==> src/rtl/ann_sample_scheduler.sv <==
// Steps a stored dataset through the ANN datapath. Each sample is fetched, launched,
// and scored. Train mode repeats this for the latched number of epochs; inference runs one pass.
module ann_sample_scheduler #(
  parameter int NUM_SAMPLES = 16,
  parameter int AW          = 4,
  parameter int VEC_W       = 64,
  parameter int EPOCH_W     = 16,
  parameter int TIMEOUT     = 1023
) (
  input  logic                  CLK,
  input  logic                  RST,
  input  logic                  start,
  input  logic                  abort,
  input  logic                  cfg_train,
  input  logic [EPOCH_W-1:0]    cfg_epochs,
  output logic                  mem_rd,
  output logic [AW-1:0]         mem_addr,
  input  logic [VEC_W-1:0]      mem_rdata_in,
  input  logic [VEC_W-1:0]      mem_rdata_des,
  output logic [VEC_W-1:0]      ann_input,
  output logic [VEC_W-1:0]      ann_desired,
  output logic                  ann_train,
  output logic                  ann_done,
  input  logic                  ann_valid,
  input  logic [VEC_W-1:0]      ann_result,
  output logic                  busy,
  output logic                  run_done,
  output logic                  timeout_err,
  output logic [EPOCH_W-1:0]    epoch_cnt,
  output logic [AW+EPOCH_W-1:0] mismatch_cnt
);

  localparam int TW = $clog2(TIMEOUT + 1);
  localparam int MW = AW + EPOCH_W;
  localparam logic [AW-1:0] LAST_IDX = AW'(NUM_SAMPLES - 1);
  localparam logic [TW-1:0] TMO_LAST = TW'(TIMEOUT - 1);

  typedef enum logic [2:0] {
    S_IDLE    = 3'd0,
    S_FETCH   = 3'd1,
    S_CAPTURE = 3'd2,
    S_LAUNCH  = 3'd3,
    S_BUSY    = 3'd4,
    S_CHECK   = 3'd5
  } state_t;

  state_t               state_q, state_d;
  logic                 train_q, train_d;
  logic [EPOCH_W-1:0]   epochs_q, epochs_d;
  logic [AW-1:0]        sample_idx_q, sample_idx_d;
  logic [EPOCH_W-1:0]   epoch_cnt_q, epoch_cnt_d;
  logic [MW-1:0]        mismatch_cnt_q, mismatch_cnt_d;
  logic                 timeout_err_q, timeout_err_d;
  logic [TW-1:0]        tmo_cnt_q, tmo_cnt_d;
  logic [VEC_W-1:0]     ann_input_q, ann_input_d;
  logic [VEC_W-1:0]     ann_desired_q, ann_desired_d;
  logic [VEC_W-1:0]     result_q, result_d;
  logic                 mem_rd_q, mem_rd_d;
  logic [AW-1:0]        mem_addr_q, mem_addr_d;
  logic                 ann_done_q, ann_done_d;
  logic                 run_done_q, run_done_d;
  logic                 busy_q, busy_d;

  // Next-state logic; strobes are decoded from the next state so they align with it.
  always_comb begin
    state_d        = state_q;
    train_d        = train_q;
    epochs_d       = epochs_q;
    sample_idx_d   = sample_idx_q;
    epoch_cnt_d    = epoch_cnt_q;
    mismatch_cnt_d = mismatch_cnt_q;
    timeout_err_d  = timeout_err_q;
    tmo_cnt_d      = tmo_cnt_q;
    ann_input_d    = ann_input_q;
    ann_desired_d  = ann_desired_q;
    result_d       = result_q;
    run_done_d     = 1'b0;

    case (state_q)
      S_IDLE: begin
        if (start) begin
          train_d = cfg_train;
          if (!cfg_train || (cfg_epochs == {EPOCH_W{1'b0}})) begin
            epochs_d = EPOCH_W'(1);
          end else begin
            epochs_d = cfg_epochs;
          end
          sample_idx_d   = {AW{1'b0}};
          epoch_cnt_d    = {EPOCH_W{1'b0}};
          mismatch_cnt_d = {MW{1'b0}};
          timeout_err_d  = 1'b0;
          state_d        = S_FETCH;
        end else begin
          state_d = S_IDLE;
        end
      end
      S_FETCH: state_d = S_CAPTURE;
      S_CAPTURE: begin
        ann_input_d   = mem_rdata_in;
        ann_desired_d = mem_rdata_des;
        state_d       = S_LAUNCH;
      end
      S_LAUNCH: begin
        tmo_cnt_d = {TW{1'b0}};
        state_d   = S_BUSY;
      end
      S_BUSY: begin
        if (ann_valid) begin
          result_d = ann_result;
          state_d  = S_CHECK;
        end else if (tmo_cnt_q == TMO_LAST) begin
          timeout_err_d = 1'b1;
          state_d       = S_IDLE;
        end else begin
          tmo_cnt_d = tmo_cnt_q + TW'(1);
        end
      end
      S_CHECK: begin
        if ((result_q != ann_desired_q) && (mismatch_cnt_q != {MW{1'b1}})) begin
          mismatch_cnt_d = mismatch_cnt_q + MW'(1);
        end else begin
          mismatch_cnt_d = mismatch_cnt_q;
        end
        if (sample_idx_q == LAST_IDX) begin
          sample_idx_d = {AW{1'b0}};
          epoch_cnt_d  = epoch_cnt_q + EPOCH_W'(1);
          if ((epoch_cnt_q + EPOCH_W'(1)) == epochs_q) begin
            run_done_d = 1'b1;
            state_d    = S_IDLE;
          end else begin
            state_d = S_FETCH;
          end
        end else begin
          sample_idx_d = sample_idx_q + AW'(1);
          state_d      = S_FETCH;
        end
      end
      default: state_d = S_IDLE;
    endcase

    // Abort freezes all progress counters where they stand.
    if (abort && (state_q != S_IDLE)) begin
      state_d        = S_IDLE;
      run_done_d     = 1'b0;
      sample_idx_d   = sample_idx_q;
      epoch_cnt_d    = epoch_cnt_q;
      mismatch_cnt_d = mismatch_cnt_q;
      timeout_err_d  = timeout_err_q;
    end else begin
      state_d = state_d;
    end

    mem_rd_d   = (state_d == S_FETCH);
    ann_done_d = (state_d == S_LAUNCH);
    busy_d     = (state_d != S_IDLE);
    if (state_d == S_FETCH) begin
      mem_addr_d = sample_idx_d;
    end else begin
      mem_addr_d = mem_addr_q;
    end
  end

  // State and output registers with synchronous reset.
  always_ff @(posedge CLK) begin
    if (RST) begin
      state_q        <= S_IDLE;
      train_q        <= 1'b0;
      epochs_q       <= {EPOCH_W{1'b0}};
      sample_idx_q   <= {AW{1'b0}};
      epoch_cnt_q    <= {EPOCH_W{1'b0}};
      mismatch_cnt_q <= {MW{1'b0}};
      timeout_err_q  <= 1'b0;
      tmo_cnt_q      <= {TW{1'b0}};
      ann_input_q    <= {VEC_W{1'b0}};
      ann_desired_q  <= {VEC_W{1'b0}};
      result_q       <= {VEC_W{1'b0}};
      mem_rd_q       <= 1'b0;
      mem_addr_q     <= {AW{1'b0}};
      ann_done_q     <= 1'b0;
      run_done_q     <= 1'b0;
      busy_q         <= 1'b0;
    end else begin
      state_q        <= state_d;
      train_q        <= train_d;
      epochs_q       <= epochs_d;
      sample_idx_q   <= sample_idx_d;
      epoch_cnt_q    <= epoch_cnt_d;
      mismatch_cnt_q <= mismatch_cnt_d;
      timeout_err_q  <= timeout_err_d;
      tmo_cnt_q      <= tmo_cnt_d;
      ann_input_q    <= ann_input_d;
      ann_desired_q  <= ann_desired_d;
      result_q       <= result_d;
      mem_rd_q       <= mem_rd_d;
      mem_addr_q     <= mem_addr_d;
      ann_done_q     <= ann_done_d;
      run_done_q     <= run_done_d;
      busy_q         <= busy_d;
    end
  end

  assign mem_rd       = mem_rd_q;
  assign mem_addr     = mem_addr_q;
  assign ann_input    = ann_input_q;
  assign ann_desired  = ann_desired_q;
  assign ann_train    = train_q;
  assign ann_done     = ann_done_q;
  assign busy         = busy_q;
  assign run_done     = run_done_q;
  assign timeout_err  = timeout_err_q;
  assign epoch_cnt    = epoch_cnt_q;
  assign mismatch_cnt = mismatch_cnt_q;

endmodule
==> config.mk <==
export PLATFORM = sky130hd
export DESIGN_NAME = ann_sample_scheduler
export DESIGN_NICKNAME = d
export VERILOG_FILES = /design/src/rtl/ann_sample_scheduler.sv
export SDC_FILE = /design/constraint.sdc
export NUM_CORES = 1
export LEC_CHECK = 0
export CAP_MARGIN = 20
export CORE_MARGIN = 4
export CORE_UTILIZATION = 50
export DETAILED_ROUTE_END_ITERATION = 10
export GPL_ROUTABILITY_DRIVEN = 0
export PLACE_DENSITY = 0.86
export REMOVE_ABC_BUFFERS = 1
export SLEW_MARGIN = 20
export SYNTH_ARGS = -nofsm -noshare
export SYNTH_HDL_FRONTEND = slang
export SYNTH_SLANG_ARGS = --single-unit
==> constraint.sdc <==
create_clock -name CLK -period 4 [get_ports CLK]
set_input_delay 0.8 -clock CLK [delete_from_list [all_inputs] [get_ports CLK]]
set_output_delay 0.8 -clock CLK [all_outputs]
set_load 0.01 [all_outputs]
# Yosys cells after proc, flatten, opt, wreduce, memory -nomap -nowiden
# Index checks and enable logic that the tools add are counted.
[op_classes]
addsub = 4
n_eq_ne = 18
mux = 26
bitwise_logic = 3
n_reduce_logical = 18
[op_table]
columns = ["operator", "count"]
rows = [
  ["inequality test 64 bit", 1],
  ["2-to-1 mux 16 bit", 3],
  ["2-to-1 mux 20 bit", 2],
  ["case mux 20 bit (2 select lines)", 1],
  ["case mux 16 bit (2 select lines)", 1],
  ["adder 20 x 1 -> 20 bit (second input constant)", 1],
  ["2-to-1 mux 10 bit", 2],
  ["inequality test 20 bit (second input constant)", 1],
  ["case mux 10 bit (2 select lines)", 1],
  ["case mux 3 bit (6 select lines)", 1],
  ["adder 16 x 1 -> 16 bit (second input constant)", 1],
  ["== test 16 bit", 1],
  ["logical NOT 16 bit", 1],
  ["2-to-1 mux 3 bit", 4],
  ["2-to-1 mux 4 bit", 3],
  ["inequality test 2 bit (second input constant)", 6],
  ["adder 10 x 1 -> 10 bit (second input constant)", 1],
  ["== test 10 bit (second input constant)", 1],
  ["== test 3 x 2 -> 1 bit (second input constant)", 3],
  ["case mux 4 bit (2 select lines)", 1],
  ["AND reduction 4 bit", 2],
  ["== test 3 x 1 -> 1 bit (second input constant)", 2],
  ["== test 3 bit (second input constant)", 2],
  ["2-to-1 mux 1 bit", 6],
  ["other kinds (14)", 21],
]
[word_totals]
reg_bits = 271
inputBits = 214
output_inout_bits = 174
wordCells = 85

# Depth between registers and ports, before layout
[depth]
depth_word = 7
ltp_mapped = 10
mapped_depth_nobuf = 8

# Worst setup path before layout
# Ideal clock, no wire load.
[synth_timing]
kind = "input port to flip-flop"
startpoint = "input start"
endpoint = "register mismatch_cnt_q[17] (netlist: mismatch_cnt[17])"
setup_ns = 0.070
arrival_ns = 2.344
t_required_ns = 3.930
slack_ns = 1.587
cell_stages = 7
path_cell_list = "or3b_1 -> a21o_1 -> buf_6 -> nor4_4 -> a21oi_2 -> or3_1 -> a21oi_1"
[synth_between]
elab_chain_len = 2
[synth_rtl]
columns = ["element", "line_no", "source"]
rows = [
  ["from (decl)", "12", "input logic start,"],
  ["inequality test 2 bit (no source line)", "n/a", ""],
  ["AND reduction 4 bit (no source line)", "n/a", ""],
  ["to (signal assigned)", "171", "mismatch_cnt_q <= {MW{1'b0}};"],
  ["to (signal assigned)", "188", "mismatch_cnt_q <= mismatch_cnt_d;"],
  ["to (decl)", "52", "logic [MW-1:0] mismatch_cnt_q, mismatch_cnt_d;"],
]
# No other way between the ends.
# A chain may end at the register's enable or synchronous reset.

# Worst setup path in the final report
[layout_timing]
startpoint = "input start"
endpoint = "register epochs_q[14]"
[layout_between]
elab_chain_len = 1
[layout_rtl]
columns = ["element", "line_no", "source"]
rows = [
  ["AND reduction 2 bit (no source line)", "n/a", ""],
  ["to (signal assigned)", "168", "epochs_q <= {EPOCH_W{1'b0}};"],
  ["to (signal assigned)", "185", "epochs_q <= epochs_d;"],
  ["to (decl)", "49", "logic [EPOCH_W-1:0] epochs_q, epochs_d;"],
]
# No other way between the ends.

==> metrics <==
root buffer cell=clkbuf_16; Reg clk slew, reported paths=~0.060 ns; PwrDens=374 nW/µm²; Final period util=a little under three quarters; critical path peak fanout=12; #FFs+latches synth=approximately 270; status=finished clean; critical path arrival=between 3 and 4 ns; syn avg cell area=~8 µm²; HPWL Detailed=roughly 28000 µm; DRC marker count from the first detailed-route iteration=approximately 850; Clk Latency, worst-skew pair=approximately 0.56 ns; worst slew pin tran=~0.97 ns; DP Worst Slack=~0.6 ns; DR WL/cell=19.0 µm; CTS Buffer Depth=3; CTS tree=built; Congestion Overflow GR=0; post-synth top area share=47.1%; initial core utilization=around 51%; post-synthesis cell area=approximately 12000 µm²; GR Util All Layers=about 29%; # nets final=around 2000; # port buffers=between 300 and 400; Worst EP required=roughly 4.5 ns; drt via density=between 5 and 6; CTS resizes=0; setup violators final=0; CP endpoint kind=flip-flop; CP max stage delay=approximately 0.57 ns; area leader, netlist=dfxtp_1; CP Launch Type=primary input; Main synth FF type=dfxtp_1; Post-synth EDFFs=0; PnR worst setup slack=between 1 and 1.5 ns; Post-route DRC=0; Post-synth ARST share=0%; Area Growth Syn to Fin=43.8%; design area=between 15000 and 20000 µm²; H-tree levels=1; layout cells sized above 1=under 10%; hold_buf cts=0; Synth Instances=1438; synth top area cells=dfxtp_1 (47%), nand2_1 (14%), a21oi_1 (10%); count of different cell masters after synthesis=67; YS warnings=0; CP max stage cell=nor2_1; largest net degree at the start of global routing=129; leakage power=5.67 nW; Clock Sinks=~270; Slew headroom=35.0%; Core Region=around 23000 µm²; vias in the first global route=roughly 12000; First-pass DRT Iterations=5; Row Count=55; Max-cap violations=0; CP Cell Sequence=clkdlybuf4s50_1, or3b_1, a21o_1, nor2_2, nand3_1, nor2_1, a22o_1; placed cell areas=roughly 16000 µm²; remaining antenna violation count=0; register area share after synthesis=a little under half; Clock Skews=about 0.019 ns; num ports=just under 400; Via Count=11500; CTS buffer count=29; Final Critical Period=2.87 ns; Setup Buffers After CTS=0; Max Slew Vio Count=0; RSZ-0062 raised after global routing=false; Final Hold Fails=0; routed wire length=roughly 40000 µm; Die ar.=25500 µm²; fillcell total=about 1600; CP Class=primary input to flip-flop; Worst IR Drop VDD=slightly below 0.5 mV; Max Freq=349 MHz; chip height=about 160 µm; first-pass GRT wire length=between 60000 and 70000 µm; die width=160 µm; initial antenna violation count=13; HP Class=flip-flop to flip-flop; PnR Total Power=0.00620 W
==> metal layers <==
layer	share of wire, %	wire, µm	track usage [%]
met1	37	14700	33.1
met2	50	19700	50.6
met3	9.6	3840	10.4
met4	3.7	1470	11.7
met5	0.033	13	0
==> critical path: cells and delay by family <==
| family | cells | cell delay (ns) |
|---|---|---|
| buffers and inverters | 1 | 0.50 |
| AND/OR/NAND/NOR | 4 | 1.46 |
| AO/OA/AOI/OAI | 2 | 0.59 |
==> stage by stage <==
| stage | hold WS, ns | util, % | setup TNS [ns] | instances |
|---|---|---|---|---|
| 6_report | 0.455 | 73.2 | 0 | 2097 |
| 5_1_grt | 0.475 | 73.2 | 0 | 2097 |
| 4_1_cts | 0.455 | 73.0 | 0 | 2084 |
| 3_5_place_dp | 0.448 | 68.5 | 0 | 2031 |
| 2_1_floorplan | 0.438 | - | -469.93 | 1347 |
| 3_3_place_gp | 0.441 | 68.5 | 0 | 2031 |
==> worst paths after layout <==
kind | startpoint | end | slack [ns] | cells past startpoint
worst max-delay path | start | epochs_q[14]$_SDFFE_PP0P_ | 1.13 | 7
worst min-delay path | ann_input[7]$_SDFFE_PP0P_ | ann_input[7]$_SDFFE_PP0P_ | 0.46 | 2
worst max register to register | epoch_cnt[0]$_SDFFE_PP0P_ | busy$_SDFF_PP0_ | 1.16 | 8
worst min register to register | ann_input[7]$_SDFFE_PP0P_ | ann_input[7]$_SDFFE_PP0P_ | 0.46 | 2
==> registers in the layout (all words and copies together) (netlist names), 3 cells and up <==
register      count
tmo_cnt_q        10
state_q           3
ann_desired      64
result_q         64
epochs_q         16
mismatch_cnt     20
mem_addr          4
ann_input        64
epoch_cnt        16
sample_idx_q      4
==> where the power goes <==
part / internal [W] / switching, W
clock: 0.00169 / 0.00112
sequential: 0.00275 / 0.0000393
combinational: 0.000330 / 0.000268
==> cell type report <==
class	count	area (µm²)	area share (%)
inverter	5	18.8	0.113
sequential	271	5430	32.7
multi-input combinational	1071	5710	34.5
tap	285	357	2.15
antenna	13	32.5	0.196
clock inverter	14	166	1.00
timing repair buffer	399	4000	24.2
clock buffer	39	853	5.15
==> synthesized netlist by cell type, drive strengths merged (7+ instances only) <==
cell type	count
xnor2	77
nand3	30
o21ai	26
or3	15
and3	16
nand2	424
clkbuf	69
nand3b	7
nor3	11
and4	7
dfxtp	271
a21oi	235
nor4	17
a22o	12
buf	22
nor2	56
nand4	40
nor2b	8
xor2	17
==> cells by family after synthesis <==
family | Yosys count | share of synthesized area, %
compound gates | 305 | 15.0
xor+xnor | 94 | 7.15
fa+ha+maj | 5 | 0.543
buf+inv | 96 | 3.41
flops | 271 | 47.1
mux | 8 | 0.869
simple gates | 659 | 26.0
==> cells in the final DEF (no fill, tap or decap), types with 7 or more instances in the layout <==
cell type        count
xnor2_1             77
xor2_1              17
nand3_1             29
clkinv_2             8
nor4_1              12
nand2_1            424
nand3b_1             7
dfxtp_1            271
clkbuf_16           29
diode_2             13
nand4_1             38
buf_4                9
a21oi_1            233
clkdlybuf4s50_1    386
nor2_1              54
or3_1               15
nor2b_1              8
clkbuf_8             9
nor3_1              10
and3_1              14
o21ai_0             22
a22o_1              12
(Power assumes the default switching activity.)
